File: src/rtl/npu_mem_sequencer.sv
// Bus master that runs one NPU job: streams the I/W/B images from external memory into the
// core windows, kicks the core, waits for completion, then streams OMEM back out.
module npu_mem_sequencer #(
    parameter int ADDR_W = 32,
    parameter int DATA_W = 32
) (
    input  logic              clk,
    input  logic              rst,
    input  logic              start,
    input  logic [ADDR_W-1:0] src_i_base,
    input  logic [ADDR_W-1:0] src_w_base,
    input  logic [ADDR_W-1:0] src_b_base,
    input  logic [ADDR_W-1:0] dst_o_base,
    output logic              busy,
    output logic              done,
    output logic              err,
    output logic [1:0]        phase,
    output logic              m_req_valid,
    input  logic              m_req_ready,
    output logic              m_req_we,
    output logic [ADDR_W-1:0] m_req_addr,
    output logic [DATA_W-1:0] m_req_wdata,
    input  logic              m_rsp_valid,
    input  logic [DATA_W-1:0] m_rsp_data,
    input  logic              m_rsp_err,
    output logic              npu_start,
    input  logic              npu_done
);

    localparam logic [ADDR_W-1:0] NPU_IMEM_START = ADDR_W'(32'h0200_0000);
    localparam logic [ADDR_W-1:0] NPU_WMEM_START = ADDR_W'(32'h0200_3100);
    localparam logic [ADDR_W-1:0] NPU_BMEM_START = ADDR_W'(32'h0200_6200);
    localparam logic [ADDR_W-1:0] NPU_OMEM_START = ADDR_W'(32'h0200_6280);
    localparam logic [ADDR_W-1:0] ALIGN_MASK     = ~ADDR_W'(3);

    localparam int WIDX_W = 12;
    localparam logic [WIDX_W-1:0] LAST_IW = WIDX_W'(3135);
    localparam logic [WIDX_W-1:0] LAST_B  = WIDX_W'(31);
    localparam logic [WIDX_W-1:0] LAST_O  = WIDX_W'(2047);

    typedef enum logic [2:0] {
        S_IDLE,
        S_RD_REQ,
        S_RD_WAIT,
        S_WR_REQ,
        S_KICK,
        S_WAIT_NPU,
        S_DONE,
        S_ERR
    } state_t;

    state_t              state_q, state_d;
    logic [1:0]          phase_q, phase_d;
    logic [WIDX_W-1:0]   widx_q, widx_d;
    logic                err_q, err_d;
    logic [ADDR_W-1:0]   src_i_q, src_i_d;
    logic [ADDR_W-1:0]   src_w_q, src_w_d;
    logic [ADDR_W-1:0]   src_b_q, src_b_d;
    logic [ADDR_W-1:0]   dst_o_q, dst_o_d;
    logic [DATA_W-1:0]   rdata_q, rdata_d;

    logic [ADDR_W-1:0]   word_off;
    logic [ADDR_W-1:0]   src_base;
    logic [ADDR_W-1:0]   dst_base;
    logic [WIDX_W-1:0]   last_idx;
    logic                last_word;

    // Per-phase source/destination windows; O reverses direction (core -> external memory).
    always_comb begin
        word_off = ADDR_W'({widx_q, 2'b00});
        src_base = src_i_q;
        dst_base = NPU_IMEM_START;
        last_idx = LAST_IW;
        case (phase_q)
            2'd0: begin
                src_base = src_i_q;
                dst_base = NPU_IMEM_START;
                last_idx = LAST_IW;
            end
            2'd1: begin
                src_base = src_w_q;
                dst_base = NPU_WMEM_START;
                last_idx = LAST_IW;
            end
            2'd2: begin
                src_base = src_b_q;
                dst_base = NPU_BMEM_START;
                last_idx = LAST_B;
            end
            default: begin
                src_base = NPU_OMEM_START;
                dst_base = dst_o_q;
                last_idx = LAST_O;
            end
        endcase
        last_word = (widx_q == last_idx);
    end

    always_comb begin
        state_d     = state_q;
        phase_d     = phase_q;
        widx_d      = widx_q;
        err_d       = err_q;
        src_i_d     = src_i_q;
        src_w_d     = src_w_q;
        src_b_d     = src_b_q;
        dst_o_d     = dst_o_q;
        rdata_d     = rdata_q;
        m_req_valid = 1'b0;
        m_req_we    = 1'b0;
        m_req_addr  = '0;
        m_req_wdata = '0;
        npu_start   = 1'b0;
        done        = 1'b0;
        busy        = (state_q != S_IDLE);

        case (state_q)
            S_IDLE: begin
                if (start) begin
                    src_i_d = src_i_base & ALIGN_MASK;
                    src_w_d = src_w_base & ALIGN_MASK;
                    src_b_d = src_b_base & ALIGN_MASK;
                    dst_o_d = dst_o_base & ALIGN_MASK;
                    err_d   = 1'b0;
                    phase_d = 2'd0;
                    widx_d  = '0;
                    state_d = S_RD_REQ;
                end
            end
            S_RD_REQ: begin
                m_req_valid = 1'b1;
                m_req_addr  = src_base + word_off;
                if (m_req_ready) begin
                    state_d = S_RD_WAIT;
                end
            end
            S_RD_WAIT: begin
                if (m_rsp_valid) begin
                    rdata_d = m_rsp_data;
                    if (m_rsp_err) begin
                        err_d   = 1'b1;
                        state_d = S_ERR;
                    end else begin
                        state_d = S_WR_REQ;
                    end
                end
            end
            S_WR_REQ: begin
                m_req_valid = 1'b1;
                m_req_we    = 1'b1;
                m_req_addr  = dst_base + word_off;
                m_req_wdata = rdata_q;
                if (m_req_ready) begin
                    if (!last_word) begin
                        widx_d  = widx_q + WIDX_W'(1);
                        state_d = S_RD_REQ;
                    end else if (phase_q == 2'd2) begin
                        state_d = S_KICK;
                    end else if (phase_q == 2'd3) begin
                        state_d = S_DONE;
                    end else begin
                        phase_d = phase_q + 2'd1;
                        widx_d  = '0;
                        state_d = S_RD_REQ;
                    end
                end
            end
            S_KICK: begin
                npu_start = 1'b1;
                state_d   = S_WAIT_NPU;
            end
            S_WAIT_NPU: begin
                if (npu_done) begin
                    phase_d = 2'd3;
                    widx_d  = '0;
                    state_d = S_RD_REQ;
                end
            end
            S_DONE: begin
                done    = 1'b1;
                state_d = S_IDLE;
            end
            S_ERR: begin
                done    = 1'b1;
                state_d = S_IDLE;
            end
            default: begin
                state_d = S_IDLE;
            end
        endcase
    end

    assign err   = err_q;
    assign phase = phase_q;

    always_ff @(posedge clk) begin
        if (rst) begin
            state_q <= S_IDLE;
            phase_q <= 2'd0;
            widx_q  <= '0;
            err_q   <= 1'b0;
        end else begin
            state_q <= state_d;
            phase_q <= phase_d;
            widx_q  <= widx_d;
            err_q   <= err_d;
        end
    end

    // Bases and read data are only observed through state-gated outputs, so they need no reset.
    always_ff @(posedge clk) begin
        src_i_q <= src_i_d;
        src_w_q <= src_w_d;
        src_b_q <= src_b_d;
        dst_o_q <= dst_o_d;
        rdata_q <= rdata_d;
    end

endmodule

File: config.mk
export PLATFORM = sky130hd
export DESIGN_NAME = npu_mem_sequencer
export DESIGN_NICKNAME = d
export VERILOG_FILES = /design/src/rtl/npu_mem_sequencer.sv
export SDC_FILE = /design/constraint.sdc
export NUM_CORES = 1
export LEC_CHECK = 0
export CAP_MARGIN = 20
export CORE_MARGIN = 2
export CORE_UTILIZATION = 38
export CTS_BUF_LIST = sky130_fd_sc_hd__clkbuf_8
export DETAILED_ROUTE_END_ITERATION = 7
export PLACE_DENSITY = 0.64
export SLEW_MARGIN = 20
export SYNTH_ARGS = -nofsm -noshare
export SYNTH_HDL_FRONTEND = slang
export SYNTH_SLANG_ARGS = --single-unit
File: constraint.sdc
create_clock -name clk -period 13.7 [get_ports clk]
set_clock_uncertainty 0.05 [all_clocks]
set_input_delay 2.055 -clock clk [delete_from_list [all_inputs] [get_ports clk]]
set_output_delay 2.055 -clock clk [all_outputs]
set_load 0.01 [all_outputs]
==> run_results.csv, run 1 <==
group,metric,value,unit
pwr,ir_drop,0.0000663,V
placed_design,dp_hpwl,15400,µm
sta,slew_violations,0,
pwr,internal_power,0.00101,W
worst_setup_path,crit_chain,"nor2b_4 > nand2_8 > inv_4 > or2_1 > o21ai_0 > ha_1 > fa_1 > and3_1 > o2111ai_1 > a21boi_0 > o211ai_1 > nand3b_1 > xnor2_1 > and2_1 > clkdlybuf4s50_1",
sta,fmax,123,MHz
status,outcome,"completed",
logic_synthesis,synth_commonest_cells,"edfxtp_1 (152), nor2_1 (44), and2_1 (39), o21ai_0 (38), a21oi_1 (32)",
clocking,cts-root-buf,"clkbuf_8",
global_route,grt_pass1_vias,6272,
clocking,clkLatencyLatePin,0.46,ns
pwr,combPwrFrac,0.288,
global_route,antenna_found_initial,0,
logic_synthesis,synth_top_area_share,0.576,
floorplanning,dieArea,22000,µm²
route,firstDrtPassIters,8,
sta,setup_viol,0,
floorplanning,die_y,148,µm
job,max_cap_viol_count,0,
sta,hold_viol,0,
clocking,cts_max_level,4,
route,wl,21600,µm
route,route.detailed.drc,0,
cells_and_area,syn2layout_area_growth,36.4,%
worst_setup_path,cp_slowest_stage_delay,0.69,ns
sta,rsz0062_at_grt,"false",
logic_synthesis,syn_inst,645,
route,drtIter0Drc,471,
sta,maxSlewHeadroom,0.420,
logic_synthesis,yosys.area.top_type,"edfxtp_1",
pwr,power.switching,0.000480,W
cells_and_area,fin_cells,1144,
route,vias,6139,
sta,setup_tns,0,ns
pwr,swShare,0.322,
clocking,hold_buffers,0,
pwr,pwr-share-seq,0.485,
logic_synthesis,yosys.cell_count.top_type,"edfxtp_1",
logic_synthesis,ys_top_cells_by_area,"edfxtp_1 (58%), dfxtp_1 (4.5%), a222oi_1 (3.4%)",
clocking,postCtsSetupRepairBufs,0,
logic_synthesis,ys_types,62,
sta,period_share,0.594,
cells_and_area,post_route_cells_drive_above_1_share,0.0618,
cells_and_area,diodes,0,
pwr,p_leak,3.76,nW
floorplanning,start_util,0.389,
worst_setup_path,cpMaxStageDelayCell,"o211ai_1",
worst_setup_path,required,11.60,ns
pwr,pwr-share-clk,0.227,
floorplanning,pin_count,239,
cells_and_area,nets,1050,
cells_and_area,fillers,1758,
cells_and_area,finish.utilization,0.531,
clocking,ctsResizeCount,0,
clocking,path_clk_slew,0.09,ns
route,top_layer_used,"met4",
worst_hold_path,hold_path_class,"reg -> reg",
clocking,clockBufferDepth,2,
global_route,grt_pass1_wl,33300,µm
logic_synthesis,yosys_warnings,0,
route,met2_length,10900,µm
logic_synthesis,yosysSeqAreaShare,0.622,
global_route,grt-ovfl-total,0,
clocking,cts-buffers-inserted,17,
worst_setup_path,end_kind,"output pin",
worst_setup_path,crit_buf_inv,2,
logic_synthesis,netlist_area,7920,µm²
pwr,power_density,138,nW/µm²
route,ant_nets,0,
route,wl_met1,8310,µm
logic_synthesis,syn_area_per_cell,12.3,µm²
floorplanning,rows,52,
route,wl_met3,2010,µm
worst_setup_path,worstSetupPathType,"reg -> out",
worst_setup_path,crit_family,"simple AND/OR/NAND/NOR gates",
sta,fin_crit,8.14,ns
worst_setup_path,worstPathMaxFanout,88,
worst_setup_path,critPathArrivalTime,6.03,ns
floorplanning,core_area,20400,µm²
logic_synthesis,postSynth.asyncResetShare,0,
route,wl_per_cell,18.9,µm
clocking,tritoncts,"yes",
global_route,grtUsageTotal,0.197,
placed_design,place_congestion,0.839,
clocking,cts.sinks,170,
global_route,grt_max_degree,89,
placed_design,placedCellCount,1112,
sta,worstMarginPinSlew,0.871,ns
worst_setup_path,timing.reg2reg.setup_slack,10.44,ns
route,viasPerCell,5.37,
logic_synthesis,synth_flop_cell,"edfxtp_1",
placed_design,portBuffers,228,
logic_synthesis,synth-edff-count,152,
worst_setup_path,start_kind,"flop",
logic_synthesis,synth-seq-cells,170,
floorplanning,dieWidth,148,µm
-- power by group through the flow --
stage	logic (W)	registers, W	clock network [W]
detailed placement	0.000434	0.000735	0
global route	0.000469	0.000733	0.000370
CTS	0.000436	0.000723	0.000350
floorplan	0.000245	0.000736	0
global placement	0.000422	0.000731	0
finish	0.000429	0.000723	0.000339
-- worst min-delay path, cell delays in order, from the launching register on --
cell	delay (ns)
dfxtp_1	0.32
a21oi_1	0.13
nor3_1	0.05
-- state kept, by name, summed over array words and instances (netlist names) --
signal and flops:
src_b_q 30, dst_o_q 30, widx_q 12, err 1
src_i_q 30, src_w_q 30, rdata_q 32, state_q 3
phase 2
-- cell type report --
| type | count | area (µm²) | area share |
|---|---|---|---|
| sequential | 170 | 4920 | 0.456 |
| multi-input combinational | 428 | 2800 | 0.259 |
| clock buffer | 17 | 234 | 0.0217 |
| tap | 270 | 338 | 0.0313 |
| inverter | 8 | 32.5 | 0.00301 |
| timing repair buffer | 236 | 2340 | 0.217 |
| clock inverter | 15 | 131 | 0.0122 |
-- worst paths after layout --
check | from | cells after the start | to
setup / recovery | state_q[1] | 15 | m_req_addr[24]
hold / removal | err | 2 | err
setup reg to reg | phase[1] | 9 | widx_q[7]
hold reg to reg | err | 2 | err
-- kinds of logic (layout without fill, tap and decap cells) --
group | after synthesis | in the layout | synth area share
DFF | 170 | 170 | 0.622
muxes | 4 | 4 | 0.00537
xor gates and xnor gates | 17 | 17 | 0.0188
other | 1 | 2 | 0.000473
AOI/OAI and AO/OA | 156 | 156 | 0.134
adders and majority gates | 22 | 22 | 0.0357
and+or+nand+nor | 227 | 227 | 0.157
buffers and inverters | 48 | 276 | 0.0264
-- per-stage QoR --
stage               worst slack (ns)  hold slack [ns]  cell area (µm²)  total power (W)
floorplan                       5.94            0.443             7930         0.000981
global placement                6.05            0.467            10400          0.00115
detailed placement              5.93            0.478            10400          0.00117
CTS                             5.43            0.495            10800          0.00151
global route                    5.02            0.525            10800          0.00157
finish                          5.56            0.496            10800          0.00149
-- per-layer routing --
| metal | vias up | GRT usage |
|---|---|---|
| met2 | 263 | 0.341 |
| met3 | 22 | 0.0748 |
| met4 | 0 | 0.0624 |
| met5 | - | 0 |
| met1 | 2954 | 0.226 |
| li1 | 2900 | - |
-- cell usage in the layout (no fill, tap or decap), types with 3 or more instances in the layout --
cell type | Yosys | routed
a21o_1 | 10 | 10
a21oi_1 | 32 | 32
a222oi_1 | 27 | 27
a22oi_1 | 9 | 9
a31oi_1 | 7 | 7
and2_1 | 39 | 39
and3_1 | 13 | 12
buf_4 | 2 | 8
clkbuf_8 | 0 | 17
clkdlybuf4s50_1 | 0 | 228
clkinv_2 | 0 | 3
dfxtp_1 | 18 | 18
edfxtp_1 | 152 | 152
ha_1 | 21 | 20
inv_1 | 7 | 8
inv_6 | 0 | 5
inv_8 | 0 | 4
nand2_1 | 24 | 24
nand2b_1 | 10 | 10
nand3_1 | 28 | 28
nand3b_1 | 3 | 3
nand4_1 | 5 | 5
nor2_1 | 44 | 43
nor2b_1 | 11 | 11
nor3_1 | 18 | 18
o21ai_0 | 38 | 38
o21ai_1 | 5 | 5
o21bai_1 | 3 | 3
o22a_1 | 3 | 3
or2_2 | 3 | 3
or3_1 | 12 | 12
or4_1 | 6 | 6
xnor2_1 | 12 | 12
xor2_1 | 5 | 5
Note: power is estimated with default switching activity, not from simulation.
==> run 2, diff against run 1 <==
==> constraint.sdc (replaced) <==
create_clock -name clk -period 8.05 [get_ports clk]
set_clock_uncertainty 0.05 [all_clocks]
set_input_delay 1.2075 -clock clk [delete_from_list [all_inputs] [get_ports clk]]
set_output_delay 1.2075 -clock clk [all_outputs]
set_load 0.01 [all_outputs]
==> run 2 against run 1 <==
  * Register-to-register slack worse by 5.7 ns
  * Sequential power is 70% higher
  * Worst hold slack got worse by 0.0081 ns
  * Setup slack lost 4.3 ns
  * Core utilization hardly changed
  * Die area unchanged
==> run_results.csv, run 2 (same netlist as run 1, synthesis figures left out) <==
group,metric,value,unit
floorplanning,dieArea,22000,µm²
global_route,antenna_found_initial,0,
cells_and_area,nets,1051,
pwr,pwr-share-seq,0.487,
cells_and_area,diodes,0,
placed_design,placedCellCount,1113,
clocking,clockBufferDepth,2,
floorplanning,pin_count,239,
route,wl,21700,µm
sta,period_share,0.847,
clocking,cts-buffers-inserted,17,
global_route,grt_pass1_wl,33500,µm
cells_and_area,syn2layout_area_growth,36.4,%
sta,slew_violations,0,
clocking,cts_max_level,4,
clocking,postCtsSetupRepairBufs,0,
status,outcome,"completed",
global_route,grt_pass1_vias,6316,
global_route,grt-ovfl-total,0,
placed_design,dp_hpwl,15700,µm
sta,setup_tns,0,ns
worst_setup_path,end_kind,"output pin",
worst_setup_path,worstPathMaxFanout,59,
cells_and_area,top_register,"rdata_q",
cells_and_area,fin_area,10800,µm²
cells_and_area,final_cell_mix,"clkdlybuf4s50_1 (228), edfxtp_1 (152), nor2_1 (43)",
cells_and_area,largest_reg_flops,32,
worst_setup_path,critPathArrivalTime,5.56,ns
sta,hold_viol,0,
clocking,tritoncts,"yes",
route,route.detailed.drc,0,
route,drtIter0Drc,469,
sta,fin_crit,6.82,ns
placed_design,place_congestion,0.832,
clocking,hold_buffers,0,
floorplanning,dieWidth,148,µm
clocking,path_clk_slew,0.09,ns
pwr,swShare,0.312,
pwr,power.switching,0.000790,W
clocking,clkLatencyLatePin,0.45,ns
global_route,grtUsageTotal,0.197,
pwr,p_leak,3.75,nW
worst_setup_path,worstSetupPathType,"reg -> out",
worst_setup_path,cp_slowest_stage_delay,0.69,ns
sta,setup_viol,0,
sta,rsz0062_at_grt,"false",
pwr,internal_power,0.00174,W
clocking,cts.sinks,170,
cells_and_area,final_common_cell,"clkdlybuf4s50_1",
clocking,ctsResizeCount,0,
placed_design,pre_cts_ws,1.67,ns
floorplanning,start_util,0.389,
placed_design,portBuffers,228,
pwr,pwr-share-clk,0.224,
floorplanning,core_area,20400,µm²
route,vias,6115,
sta,fmax,147,MHz
sta,maxSlewHeadroom,0.313,
worst_hold_path,hold_path_class,"reg -> reg",
pwr,ir_drop,0.000110,V
floorplanning,die_y,148,µm
cells_and_area,fin_cells,1144,
pwr,combPwrFrac,0.290,
worst_setup_path,start_kind,"flop",
sta,worstMarginPinSlew,1.03,ns
route,ant_nets,0,
worst_setup_path,crit_chain,"ha_2 > buf_4 > or2_1 > o21ai_0 > ha_1 > fa_1 > and3_1 > o2111ai_1 > a21boi_0 > o211ai_1 > nor3_1 > xnor2_1 > nor2_1 > clkdlybuf4s50_1",
pwr,power_density,234,nW/µm²
worst_setup_path,cpMaxStageDelayCell,"o211ai_1",
route,firstDrtPassIters,8,
placed_design,placed_area,10400,µm²
route,wl_per_cell,19.0,µm
global_route,grt_max_degree,88,
cells_and_area,post_route_cells_drive_above_1_share,0.0584,
clocking,cts-root-buf,"clkbuf_8",
floorplanning,rows,52,
sta,postLayoutSetupSlackWorst,1.23,ns
worst_setup_path,required,6.79,ns
job,max_cap_viol_count,0,
cells_and_area,finish.utilization,0.531,
route,viasPerCell,5.35,
run 2: final timing paths:
check                   end  startpoint  depth (start not counted)  slack, ns
min                     err         err                          2       0.49
min reg2reg             err         err                          2       0.49
max reg2reg       widx_q[9]    phase[1]                          9       4.72
max          m_req_addr[30]    phase[1]                         14       1.23
run 2: cell type report:
type | count | area [µm²]
Sequential cell | 170 | 4920
Tap cell | 270 | 338
Clock inverter | 14 | 123
Fill cell | 1730 | 9560
Timing Repair Buffer | 237 | 2350
Multi-Input combinational cell | 428 | 2800
Clock buffer | 17 | 234
Inverter | 8 | 32.5
run 2: worst max-delay path: cells and delay by family (launching register included):
kind            cells  cell delay, ns
fa+ha+maj           3            0.87
simple gates        4            1.16
compound gates      4            1.37
xor+xnor            1            0.17
buf+inv             2            1.02
flops               1            0.47
run 2: power groups by stage:
stage	registers, W	logic (W)	clock network [W]
4_1_cts	0.00123	0.000742	0.000584
3_5_place_dp	0.00125	0.000739	0
2_1_floorplan	0.00125	0.000417	0
6_report	0.00123	0.000733	0.000566
3_3_place_gp	0.00124	0.000720	0
5_1_grt	0.00125	0.000798	0.000619
run 2: metal layers:
metal | routed length, µm | global-route usage | share of wire
met1 | 8410 | 0.228 | 0.39
met2 | 11100 | 0.347 | 0.51
met3 | 1940 | 0.0718 | 0.090
met4 | 255 | 0.0524 | 0.012
met5 | 0 | 0 | 0
run 2: metrics by stage:
| step | hold slack (ns) | total power, W |
|---|---|---|
| global route | 0.541 | 0.00266 |
| finish | 0.488 | 0.00253 |
| floorplan | 0.443 | 0.00167 |
| CTS | 0.497 | 0.00256 |
| global placement | 0.465 | 0.00196 |
| detailed placement | 0.478 | 0.00199 |
==> variant, RTL diff (settings of run 2) <==
The 8 states of `state_t` get a one-hot encoding in 8 bits.
--- a/src/rtl/npu_mem_sequencer.sv
+++ b/src/rtl/npu_mem_sequencer.sv
@@ -40,11 +40,11 @@
 
-    typedef enum logic [2:0] {
-        S_IDLE,
-        S_RD_REQ,
-        S_RD_WAIT,
-        S_WR_REQ,
-        S_KICK,
-        S_WAIT_NPU,
-        S_DONE,
-        S_ERR
+    typedef enum logic [7:0] {
+        S_IDLE     = 8'b00000001,
+        S_RD_REQ   = 8'b00000010,
+        S_RD_WAIT  = 8'b00000100,
+        S_WR_REQ   = 8'b00001000,
+        S_KICK     = 8'b00010000,
+        S_WAIT_NPU = 8'b00100000,
+        S_DONE     = 8'b01000000,
+        S_ERR      = 8'b10000000
     } state_t;
Check against the original RTL: same outputs for any inputs over 4 cycles, from zero or initial values and one cycle with rst high; so few cycles prove little.
==> variant against run 2 <==
Cell area is 2.7% higher; wire length is 1.2% higher; largest cell class unchanged; synthesized cell count grew 1.4%; sequential cell count grew 5; power up 12%; area after synthesis increased by 3.1%; worst setup slack worse by 140 ps.
==> variant: results (changes against run 2) <==
[timing]
max_slew_margin = 0.3529  ; was 0.3128
clock.fmax_ghz = 0.1436  ; was 0.1466 GHz
whs_ps = 430.5  ; was 487.8 ps

[synth]
syn_area_per_cell_um2 = 12.49  ; was 12.28 um2
synthMuxAreaShare = 0.003830  ; was 0.005370
synthTopCellsByArea = edfxtp_1 56%, dfxtp_1 5.6%, ha_1 3.2%  ; was edfxtp_1 58%, dfxtp_1 4.5%, a222oi_1 3.4%
synthTopCellsByCount = 152 x edfxtp_1, 69 x nor2_1, 38 x and3_1  ; was 152 x edfxtp_1, 44 x nor2_1, 39 x and2_1
synth.distinct_cells = 68  ; was 62
synth_compound_area_frac = 0.1255  ; was 0.1344

[finish]
finalNetCount = 1060  ; was 1051
area_growth_pct = 35.81  ; was 36.39%
drive_gt1_frac = 0.07919  ; was 0.05835

[worst_setup_path]
path_max_fanout = 47  ; was 59
crit_end = m_req_addr[29]  ; was m_req_addr[30]
r2r_end = widx_q[4]$_SDFFE_PP0P_  ; was widx_q[9]$_SDFFE_PP0P_
crit_start = state_q[0]$_SDFFE_PP1P_  ; was phase[1]$_SDFFE_PP0P_
cp.arrival_ps = 5710  ; was 5560 ps
r2r_start = state_q[7]$_SDFFE_PP0P_  ; was phase[1]$_SDFFE_PP0P_

[grt]
grt_max_degree = 71  ; was 88
antenna_found_initial = 1  ; was 0
grt_pass1_wl_mm = 33.18  ; was 33.50 mm
grt_pass1_vias = 6055  ; was 6316

[placement]
dp_hpwl_mm = 15.79  ; was 15.65 mm
globalplace.congestion = 0.8019  ; was 0.8317
placement.cell_area_um2 = 10710  ; was 10450 um2
post-place-ws_ps = 1660  ; was 1675 ps

[routing]
dr_total_vias = 6192  ; was 6115
routed_wl_mm = 21.96  ; was 21.70 mm
via_per_inst = 5.338  ; was 5.345

[pwr]
power_leakage_nw = 3.842  ; was 3.750 nW
ir_worst_vdd_mv = 0.1321  ; was 0.1099 mV

[outcome]
status = finished, final reports clean  ; unchanged

-- variant: cell types whose count changed after synthesis, sizes merged, moves of 6 or more --
cell           run 2  this run
and2              39         7
and3              13        38
nor2              44        69
o21ai             43        23
nor2b             12         2
xnor2             12        22
nand2             25        34
or3               12         3
nand2b            10         2
o31ai              2         9
xor2               5        12
a211oi             3         9
-- variant: power by group --
part | switching, mW | total, mW | internal [mW]
logic | 0.585 | 0.988 | 0.404
registers | 0.0648 | 1.27 | 1.21
clock network | 0.352 | 0.581 | 0.229
total | 1.00 | 2.84 | 1.84
-- variant: critical path: stages, from the launching register on --
cell and delay, ps:
dfxtp_1 500, nor4b_4 80, buf_4 280, nand2_2 330, clkinv_2 610, o21ai_0 340
o21ai_0 130, nor2_1 110, a21oi_1 60, ha_1 400, nand2_1 60, o21ai_0 230
a21oi_1 200, a21oi_1 760, nand3_1 200, xnor2_1 170, nor2_1 180, clkdlybuf4s50_1 580
-- variant: area by class of cell --
class	instances	area, um2
Antenna cell	1	2.502
Timing Repair Buffer	236	2342
Sequential cell	175	5025
Tap cell	275	344.1
Clock inverter	15	145.1
Clock buffer	17	234.0
Multi-Input combinational cell	433	2969
Fill cell	1855	9995
Inverter	8	31.28
-- variant: cell families after synthesis --
logic type      after synthesis
compound gates              140
xor+xnor                     34
fa+ha+maj                    22
buf+inv                      47
flops                       175
mux                           3
other cells                   1
simple gates                232
-- variant: metal layers --
| metal | global-route usage | vias up | wire length [um] |
|---|---|---|---|
| li1 | - | 2965 | - |
| met1 | 0.2416 | 3009 | 8836 |
| met2 | 0.3289 | 198 | 11210 |
| met3 | 0.06576 | 20 | 1619 |
| met4 | 0.05467 | 0 | 292 |
| met5 | 0 | - | 0 |
